**src/rtl/mbist_pkg.sv**
```systemverilog
// Shared types for the March C- BIST engine: march element table and FSM state encoding.
package mbist_pkg;

    typedef enum logic [2:0] {
        M0 = 3'd0,
        M1 = 3'd1,
        M2 = 3'd2,
        M3 = 3'd3,
        M4 = 3'd4,
        M5 = 3'd5
    } elem_t;

    typedef enum logic [1:0] {
        S_IDLE  = 2'd0,
        S_RUN   = 2'd1,
        S_DRAIN = 2'd2,
        S_DONE  = 2'd3
    } state_t;

    typedef struct packed {
        logic       down;
        logic [1:0] n_ops;
        logic       has_rd;
        logic       rd_val;
        logic       wr_val;
    } elem_cfg_t;

    // March C-: a read (when present) always precedes the write at the same address.
    function automatic elem_cfg_t elem_cfg(input elem_t e);
        elem_cfg_t c;
        case (e)
            M0:      c = '{down: 1'b0, n_ops: 2'd1, has_rd: 1'b0, rd_val: 1'b0, wr_val: 1'b0};
            M1:      c = '{down: 1'b0, n_ops: 2'd2, has_rd: 1'b1, rd_val: 1'b0, wr_val: 1'b1};
            M2:      c = '{down: 1'b0, n_ops: 2'd2, has_rd: 1'b1, rd_val: 1'b1, wr_val: 1'b0};
            M3:      c = '{down: 1'b1, n_ops: 2'd2, has_rd: 1'b1, rd_val: 1'b0, wr_val: 1'b1};
            M4:      c = '{down: 1'b1, n_ops: 2'd2, has_rd: 1'b1, rd_val: 1'b1, wr_val: 1'b0};
            M5:      c = '{down: 1'b1, n_ops: 2'd1, has_rd: 1'b1, rd_val: 1'b0, wr_val: 1'b0};
            default: c = '{down: 1'b0, n_ops: 2'd0, has_rd: 1'b0, rd_val: 1'b0, wr_val: 1'b0};
        endcase
        return c;
    endfunction

endpackage

```
**src/rtl/mbist_rd_pipe.sv**
```systemverilog
// Latency-matching pipe carrying read tags (valid, expected data, address, element)
// alongside the memory read path so each returning word meets its own expectation.
module mbist_rd_pipe #(
    parameter int ADDR_W = 8,
    parameter int DATA_W = 8,
    parameter int DEPTH  = 1
) (
    input  logic              clk,
    input  logic              rst,
    input  logic              in_valid,
    input  logic [DATA_W-1:0] in_exp,
    input  logic [ADDR_W-1:0] in_addr,
    input  logic [2:0]        in_elem,
    output logic              out_valid,
    output logic [DATA_W-1:0] out_exp,
    output logic [ADDR_W-1:0] out_addr,
    output logic [2:0]        out_elem
);

    logic [DEPTH-1:0]  valid_r;
    logic [DATA_W-1:0] exp_r  [DEPTH];
    logic [ADDR_W-1:0] addr_r [DEPTH];
    logic [2:0]        elem_r [DEPTH];

    // Shift register; reset flushes every stage so an aborted test leaves no stale reads.
    always_ff @(posedge clk) begin
        if (rst) begin
            for (int i = 0; i < DEPTH; i++) begin
                valid_r[i] <= 1'b0;
                exp_r[i]   <= {DATA_W{1'b0}};
                addr_r[i]  <= {ADDR_W{1'b0}};
                elem_r[i]  <= 3'd0;
            end
        end else begin
            valid_r[0] <= in_valid;
            exp_r[0]   <= in_exp;
            addr_r[0]  <= in_addr;
            elem_r[0]  <= in_elem;
            for (int i = 1; i < DEPTH; i++) begin
                valid_r[i] <= valid_r[i-1];
                exp_r[i]   <= exp_r[i-1];
                addr_r[i]  <= addr_r[i-1];
                elem_r[i]  <= elem_r[i-1];
            end
        end
    end

    assign out_valid = valid_r[DEPTH-1];
    assign out_exp   = exp_r[DEPTH-1];
    assign out_addr  = addr_r[DEPTH-1];
    assign out_elem  = elem_r[DEPTH-1];

endmodule

```
**src/rtl/mbist_march_ctrl.sv**
```systemverilog
// March C- MBIST engine for a single-port synchronous SRAM.
// Define MBIST_FAIL_LOG_EN to build the first-fail address/element capture and fail counter.
module mbist_march_ctrl
    import mbist_pkg::*;
#(
    parameter int ADDR_W = 8,
    parameter int DATA_W = 8,
    parameter int RD_LAT = 1,
    parameter int FCNT_W = 8
) (
    input  logic              clk,
    input  logic              rst,
    input  logic              start,
    output logic              busy,
    output logic              done,
    output logic              fail,
    output logic              mem_en,
    output logic              mem_we,
    output logic [ADDR_W-1:0] mem_addr,
    output logic [DATA_W-1:0] mem_wdata,
    input  logic [DATA_W-1:0] mem_rdata,
    output logic [ADDR_W-1:0] fail_addr,
    output logic [2:0]        fail_elem,
    output logic [FCNT_W-1:0] fail_cnt
);

    state_t            state_r, state_next_s;
    elem_t             elem_r;
    logic [ADDR_W-1:0] addr_r;
    logic              op_r;
    logic [2:0]        drain_r;
    logic              done_r, fail_r;

    elem_cfg_t         cfg_s, cfg_next_s;
    logic              rd_op_s, op_last_s, at_term_s, run_end_s;
    logic              drain_end_s, start_ok_s, mismatch_s;

    logic              pipe_valid_s;
    logic [DATA_W-1:0] pipe_exp_s;
    logic [ADDR_W-1:0] pipe_addr_s;
    logic [2:0]        pipe_elem_s;

    // Decode of the current element and the position inside it.
    always_comb begin
        cfg_s       = elem_cfg(elem_r);
        cfg_next_s  = elem_cfg(elem_t'(elem_r + 3'd1));
        rd_op_s     = cfg_s.has_rd && !op_r;
        op_last_s   = (cfg_s.n_ops == 2'd1) || op_r;
        at_term_s   = cfg_s.down ? (addr_r == {ADDR_W{1'b0}}) : (addr_r == {ADDR_W{1'b1}});
        run_end_s   = op_last_s && at_term_s && (elem_r == M5);
        drain_end_s = (drain_r == 3'(RD_LAT - 1));
        start_ok_s  = start && ((state_r == S_IDLE) || (state_r == S_DONE));
        mismatch_s  = pipe_valid_s && (mem_rdata != pipe_exp_s);
    end

    // FSM state register.
    always_ff @(posedge clk) begin
        if (rst) begin
            state_r <= S_IDLE;
        end else begin
            state_r <= state_next_s;
        end
    end

    // FSM next-state logic.
    always_comb begin
        state_next_s = state_r;
        case (state_r)
            S_IDLE:  state_next_s = start       ? S_RUN   : S_IDLE;
            S_RUN:   state_next_s = run_end_s   ? S_DRAIN : S_RUN;
            S_DRAIN: state_next_s = drain_end_s ? S_DONE  : S_DRAIN;
            S_DONE:  state_next_s = start       ? S_RUN   : S_DONE;
            default: state_next_s = S_IDLE;
        endcase
    end

    // FSM outputs: one memory access per RUN cycle, nothing outside RUN.
    always_comb begin
        busy      = 1'b0;
        mem_en    = 1'b0;
        mem_we    = 1'b0;
        mem_addr  = {ADDR_W{1'b0}};
        mem_wdata = {DATA_W{1'b0}};
        case (state_r)
            S_RUN: begin
                busy      = 1'b1;
                mem_en    = 1'b1;
                mem_we    = !rd_op_s;
                mem_addr  = addr_r;
                mem_wdata = rd_op_s ? {DATA_W{1'b0}} : {DATA_W{cfg_s.wr_val}};
            end
            S_DRAIN: busy = 1'b1;
            default: busy = 1'b0;
        endcase
    end

    // Address/element sequencing, drain timer and sticky status.
    always_ff @(posedge clk) begin
        if (rst) begin
            elem_r  <= M0;
            addr_r  <= {ADDR_W{1'b0}};
            op_r    <= 1'b0;
            drain_r <= 3'd0;
            done_r  <= 1'b0;
            fail_r  <= 1'b0;
        end else if (start_ok_s) begin
            elem_r  <= M0;
            addr_r  <= {ADDR_W{1'b0}};
            op_r    <= 1'b0;
            drain_r <= 3'd0;
            done_r  <= 1'b0;
            fail_r  <= 1'b0;
        end else begin
            if (state_r == S_RUN) begin
                if (!op_last_s) begin
                    op_r <= 1'b1;
                end else begin
                    op_r <= 1'b0;
                    // Terminal address hands over directly to the next element's start address.
                    if (at_term_s) begin
                        if (elem_r != M5) begin
                            elem_r <= elem_t'(elem_r + 3'd1);
                            addr_r <= cfg_next_s.down ? {ADDR_W{1'b1}} : {ADDR_W{1'b0}};
                        end
                    end else if (cfg_s.down) begin
                        addr_r <= addr_r - ADDR_W'(1'b1);
                    end else begin
                        addr_r <= addr_r + ADDR_W'(1'b1);
                    end
                end
            end
            drain_r <= (state_r == S_DRAIN) ? drain_r + 3'd1 : 3'd0;
            if ((state_r == S_DRAIN) && drain_end_s) begin
                done_r <= 1'b1;
            end
            if (mismatch_s) begin
                fail_r <= 1'b1;
            end
        end
    end

    assign done = done_r;
    assign fail = fail_r;

    mbist_rd_pipe #(
        .ADDR_W (ADDR_W),
        .DATA_W (DATA_W),
        .DEPTH  (RD_LAT)
    ) u_rd_pipe (
        .clk       (clk),
        .rst       (rst),
        .in_valid  ((state_r == S_RUN) && rd_op_s),
        .in_exp    ({DATA_W{cfg_s.rd_val}}),
        .in_addr   (addr_r),
        .in_elem   (3'(elem_r)),
        .out_valid (pipe_valid_s),
        .out_exp   (pipe_exp_s),
        .out_addr  (pipe_addr_s),
        .out_elem  (pipe_elem_s)
    );

`ifdef MBIST_FAIL_LOG_EN
    logic [ADDR_W-1:0] fail_addr_r;
    logic [2:0]        fail_elem_r;
    logic [FCNT_W-1:0] fail_cnt_r;

    // First-fail capture keys off fail_r, which is still low on the first mismatch cycle.
    always_ff @(posedge clk) begin
        if (rst || start_ok_s) begin
            fail_addr_r <= {ADDR_W{1'b0}};
            fail_elem_r <= 3'd0;
            fail_cnt_r  <= {FCNT_W{1'b0}};
        end else if (mismatch_s) begin
            if (!fail_r) begin
                fail_addr_r <= pipe_addr_s;
                fail_elem_r <= pipe_elem_s;
            end
            if (fail_cnt_r != {FCNT_W{1'b1}}) begin
                fail_cnt_r <= fail_cnt_r + FCNT_W'(1'b1);
            end
        end
    end

    assign fail_addr = fail_addr_r;
    assign fail_elem = fail_elem_r;
    assign fail_cnt  = fail_cnt_r;
`else
    logic unused_tag_s;
    assign unused_tag_s = ^{pipe_addr_s, pipe_elem_s};

    assign fail_addr = {ADDR_W{1'b0}};
    assign fail_elem = 3'd0;
    assign fail_cnt  = {FCNT_W{1'b0}};
`endif

endmodule

```
**config.mk**
```make
export PLATFORM = sky130hd
export DESIGN_NAME = mbist_march_ctrl
export DESIGN_NICKNAME = d
export VERILOG_FILES = /design/src/rtl/mbist_pkg.sv /design/src/rtl/mbist_rd_pipe.sv /design/src/rtl/mbist_march_ctrl.sv
export SDC_FILE = /design/constraint.sdc
export NUM_CORES = 1
export LEC_CHECK = 0
export CAP_MARGIN = 5
export CORE_MARGIN = 2
export CORE_UTILIZATION = 44
export CTS_BUF_LIST = sky130_fd_sc_hd__clkbuf_8
export DETAILED_ROUTE_END_ITERATION = 7
export PLACE_DENSITY = 0.8
export SYNTH_ARGS = -nofsm -noshare
export SYNTH_HDL_FRONTEND = slang
export SYNTH_SLANG_ARGS = --single-unit
```
**constraint.sdc**
```tcl
create_clock -name clk -period 2.8 [get_ports clk]
set_clock_uncertainty 0.2 [all_clocks]
set_input_delay 0.56 -clock clk [delete_from_list [all_inputs] [get_ports clk]]
set_output_delay 0.56 -clock clk [all_outputs]
set_load 0.02 [all_outputs]
```
==> impl_metrics.py <==
metrics = {
    "status": {
        "run_status": "completed",
    },
    "floorplanning": {
        "starting_density_pct": 46.3,
        "die_y_um": 66.6,
        "fp.dieArea_sq_mm": 0.00443,
        "io_pins": 51,
        "coreArea_sq_mm": 0.00372,
        "floorplan.rows": 22,
        "die_x_um": 66.6,
    },
    "final_layout": {
        "fill_cells": 369,
        "areaGrowthSynthToFinish_pct": 17.3,
        "nets": 273,
        "drive_gt1_share_pct": 12.9,
        "antenna_cells": 0,
        "final_design_area_no_fill_sq_mm": 0.00202,
    },
    "route": {
        "antenna_left": 0,
        "remaining_drc_errors": 0,
        "drt_pass1_iterations": 4,
        "route.vias.total": 1643,
        "wirelength_mm": 4.02,
        "iteration_0_drc_count_of_the_detailed_router": 65,
        "post_drt_wl_per_cell_um": 13.5,
        "vias_per_cell": 5.53,
    },
    "place": {
        "placement.cell_area_sq_mm": 0.00200,
        "number_of_buffers_added_on_ports": 31,
        "final_estimated_routing_congestion_in_global_placement": 0.850,
        "hpwl_mm": 2.88,
    },
    "power": {
        "p_leak_nw": 0.844,
        "vdd_drop_max_v": 0.000186,
        "power.density_cell_area_mw_per_mm2": 308,
    },
    "worst_setup_path": {
        "worst_ep_required_time_ns": 2.79,
        "worstPathArrival_ns": 2.69,
        "cpPeakStageDelay_ns": 0.59,
        "cpMostUsedCell": "sky130_fd_sc_hd__ha_1",
        "crit_path_max_fanout": 10,
        "crit_path_top_delay_cell": "sky130_fd_sc_hd__or4_4",
        "cpLargestDelayFamily": "simple AND/OR/NAND/NOR gates",
        "crit_path_end_kind": "flop",
        "worst-setup-path-type": "flop to flop",
        "cp-start-kind": "flop",
        "critical_path_buf_inv_count": 1,
        "path_cells": "ha_1 > ha_1 > buf_4 > nand3b_1 > or4_4 > a21oi_4 > o311ai_1 > a221oi_2",
    },
    "sta": {
        "timing.final.hold_violations": 0,
        "max_clock_freq_ghz": 0.370,
        "period_needed_ns": 2.70,
        "setup_viol_count_final": 0,
        "final_min_period_over_clock_period_pct": 96.4,
        "timing_worst_slew_pin_value_ns": 0.672,
        "timing.final.max_slew_violations": 0,
        "timing.max_slew.rel_slack_pct": 55.2,
        "fin_hold_ws_ns": 0.246,
    },
    "grt": {
        "antenna_found_initial": 0,
        "groute.usage.overall_pct": 18.1,
        "grt_first_pass_wirelength_mm": 6.29,
        "first_global_vias": 1374,
        "gr-total-overflow": 0,
        "grt_start_max_net_pins": 16,
    },
    "synthesis": {
        "yosys_warnings": 0,
        "post_synth_most_frequent_cells": "sky130_fd_sc_hd__buf_4, sky130_fd_sc_hd__dfxtp_1, sky130_fd_sc_hd__nor2_1, sky130_fd_sc_hd__inv_1, sky130_fd_sc_hd__ha_1",
        "synth.most_common_cell": "sky130_fd_sc_hd__buf_4",
        "synth_cell_types": 47,
        "synthCells": 222,
        "synth_enable_flop_cells": 0,
        "syn-cell-area_sq_mm": 0.00172,
        "postSynth.asyncResetShare_pct": 0,
        "yosys_register_bits": 21,
        "seq_area_frac_synth_pct": 24.4,
        "synth.largest_area_cell": "sky130_fd_sc_hd__dfxtp_1",
        "synthDominantCellAreaShare_pct": 24.4,
        "mean_syn_cell_area_sq_um": 7.76,
        "synth_ff_type": "sky130_fd_sc_hd__dfxtp_1",
        "yosys-top-cells-area": "sky130_fd_sc_hd__dfxtp_1, sky130_fd_sc_hd__buf_4, sky130_fd_sc_hd__ha_1",
    },
    "clock_network": {
        "tritoncts.num_buffers": 3,
        "post_cts_buffers": 0,
        "post_cts_clock_slew_at_the_launch_and_capture_registers_of_the_worst_setup_and_hold_paths_ns": 0.08,
        "clk_latency_ns": 0.27,
        "max-clock-path-buffers": 2,
        "htree_levels": 1,
        "tritoncts": "done",
        "clkSinkCount": 21,
        "clockRootBuffer": "sky130_fd_sc_hd__clkbuf_8",
    },
    "flow_run": {
        "cap_violations": 0,
    },
    "min_path": {
        "timing.hold.worst.class": "flop to flop",
    },
}
-- worst paths after layout --
check | from | cells after the start | slack (ns) | to
worst min-delay path | drain_r[0] | 1 | 0.25 | drain_r[0]
worst max register to register | elem_r[0] | 8 | 0.10 | addr_r[6]
worst min register to register | drain_r[0] | 1 | 0.25 | drain_r[0]
worst max-delay path | elem_r[0] | 8 | 0.10 | addr_r[6]
-- area by class of cell --
type	instances	area, sq um	share of cell area [%]
flip-flops and latches	21	422	20.9
multi-input cells	168	1090	54.0
well taps	48	60.1	2.97
clock buffers	3	41.3	2.04
repair buffers	41	344	17.0
inverters	15	56.3	2.79
clock inverters	1	5.00	0.248
-- flip-flops by register name, indices dropped and copies added, names as in the netlist --
name,count
u_rd_pipe.out_valid,1
done,1
drain_r,3
op_r,1
fail,1
state_r,2
u_rd_pipe.exp_r,1
addr_r,8
elem_r,3
-- metal layers --
metal | share of wire, % | vias to the layer above | GRT usage [%] | routed length, um
met3 | 7.0 | 7 | 1.52 | 281
li1 | - | 811 | - | -
met2 | 47 | 77 | 28.0 | 1870
met4 | 1.7 | 0 | 6.89 | 70
met5 | 0 | - | 0 | 0
met1 | 45 | 748 | 25.9 | 1790
-- per-stage QoR --
step	setup slack (ns)	total power, mW	instances	util, %	TNS (ns)
finish	0.100	0.622	297	54.3	0
global route	-0.0190	0.651	297	54.3	-0.0366
CTS	0.0165	0.621	297	54.7	0
detailed placement	0.0101	0.422	293	53.7	0
global placement	0.0990	0.422	293	53.7	0
floorplan	0.0978	0.402	240	-	0
-- placed cells by master (no fill, tap or decap), drive strengths merged, types with 5 or more instances in the layout --
cell | netlist | final
nor4 | 5 | 5
a211oi | 5 | 5
nand3 | 6 | 6
inv | 15 | 15
nor2 | 19 | 19
or4 | 5 | 5
nor3 | 9 | 9
and2 | 10 | 10
dfxtp | 21 | 21
nand2 | 10 | 10
a21oi | 11 | 11
clkbuf | 6 | 11
o21ai | 6 | 6
ha | 12 | 12
clkdlybuf4s50 | 0 | 22
buf | 30 | 10
conb | 1 | 19
-- timing repair --
| action | CTS | global route |
|---|---|---|
| gates resized for setup | 9 | 22 |
| hold buffers | 0 | 0 |
| pin swaps | 0 | 0 |
| setup endpoints to repair | 9 | 10 |
| endpoints found under the hold margin | 0 | 0 |
-- logic make-up after synthesis --
logic type                 Yosys count  share of synthesized area, %
AOI/OAI and AO/OA                   54                          22.7
xor gates and xnor gates             2                          1.02
other                                1                         0.218
muxes                                3                          1.74
buffers and inverters               51                          17.2
and+or+nand+nor                     78                          24.0
DFF                                 21                          24.4
adders and majority gates           12                          8.72
-- where the power goes --
group	total (mW)	leakage, nW	internal [mW]	switching (mW)
Combinational	0.110	0.649	0.0390	0.0706
Clock	0.205	0.0255	0.0994	0.105
Sequential	0.307	0.170	0.302	0.00583
(Power assumes the default switching activity.)
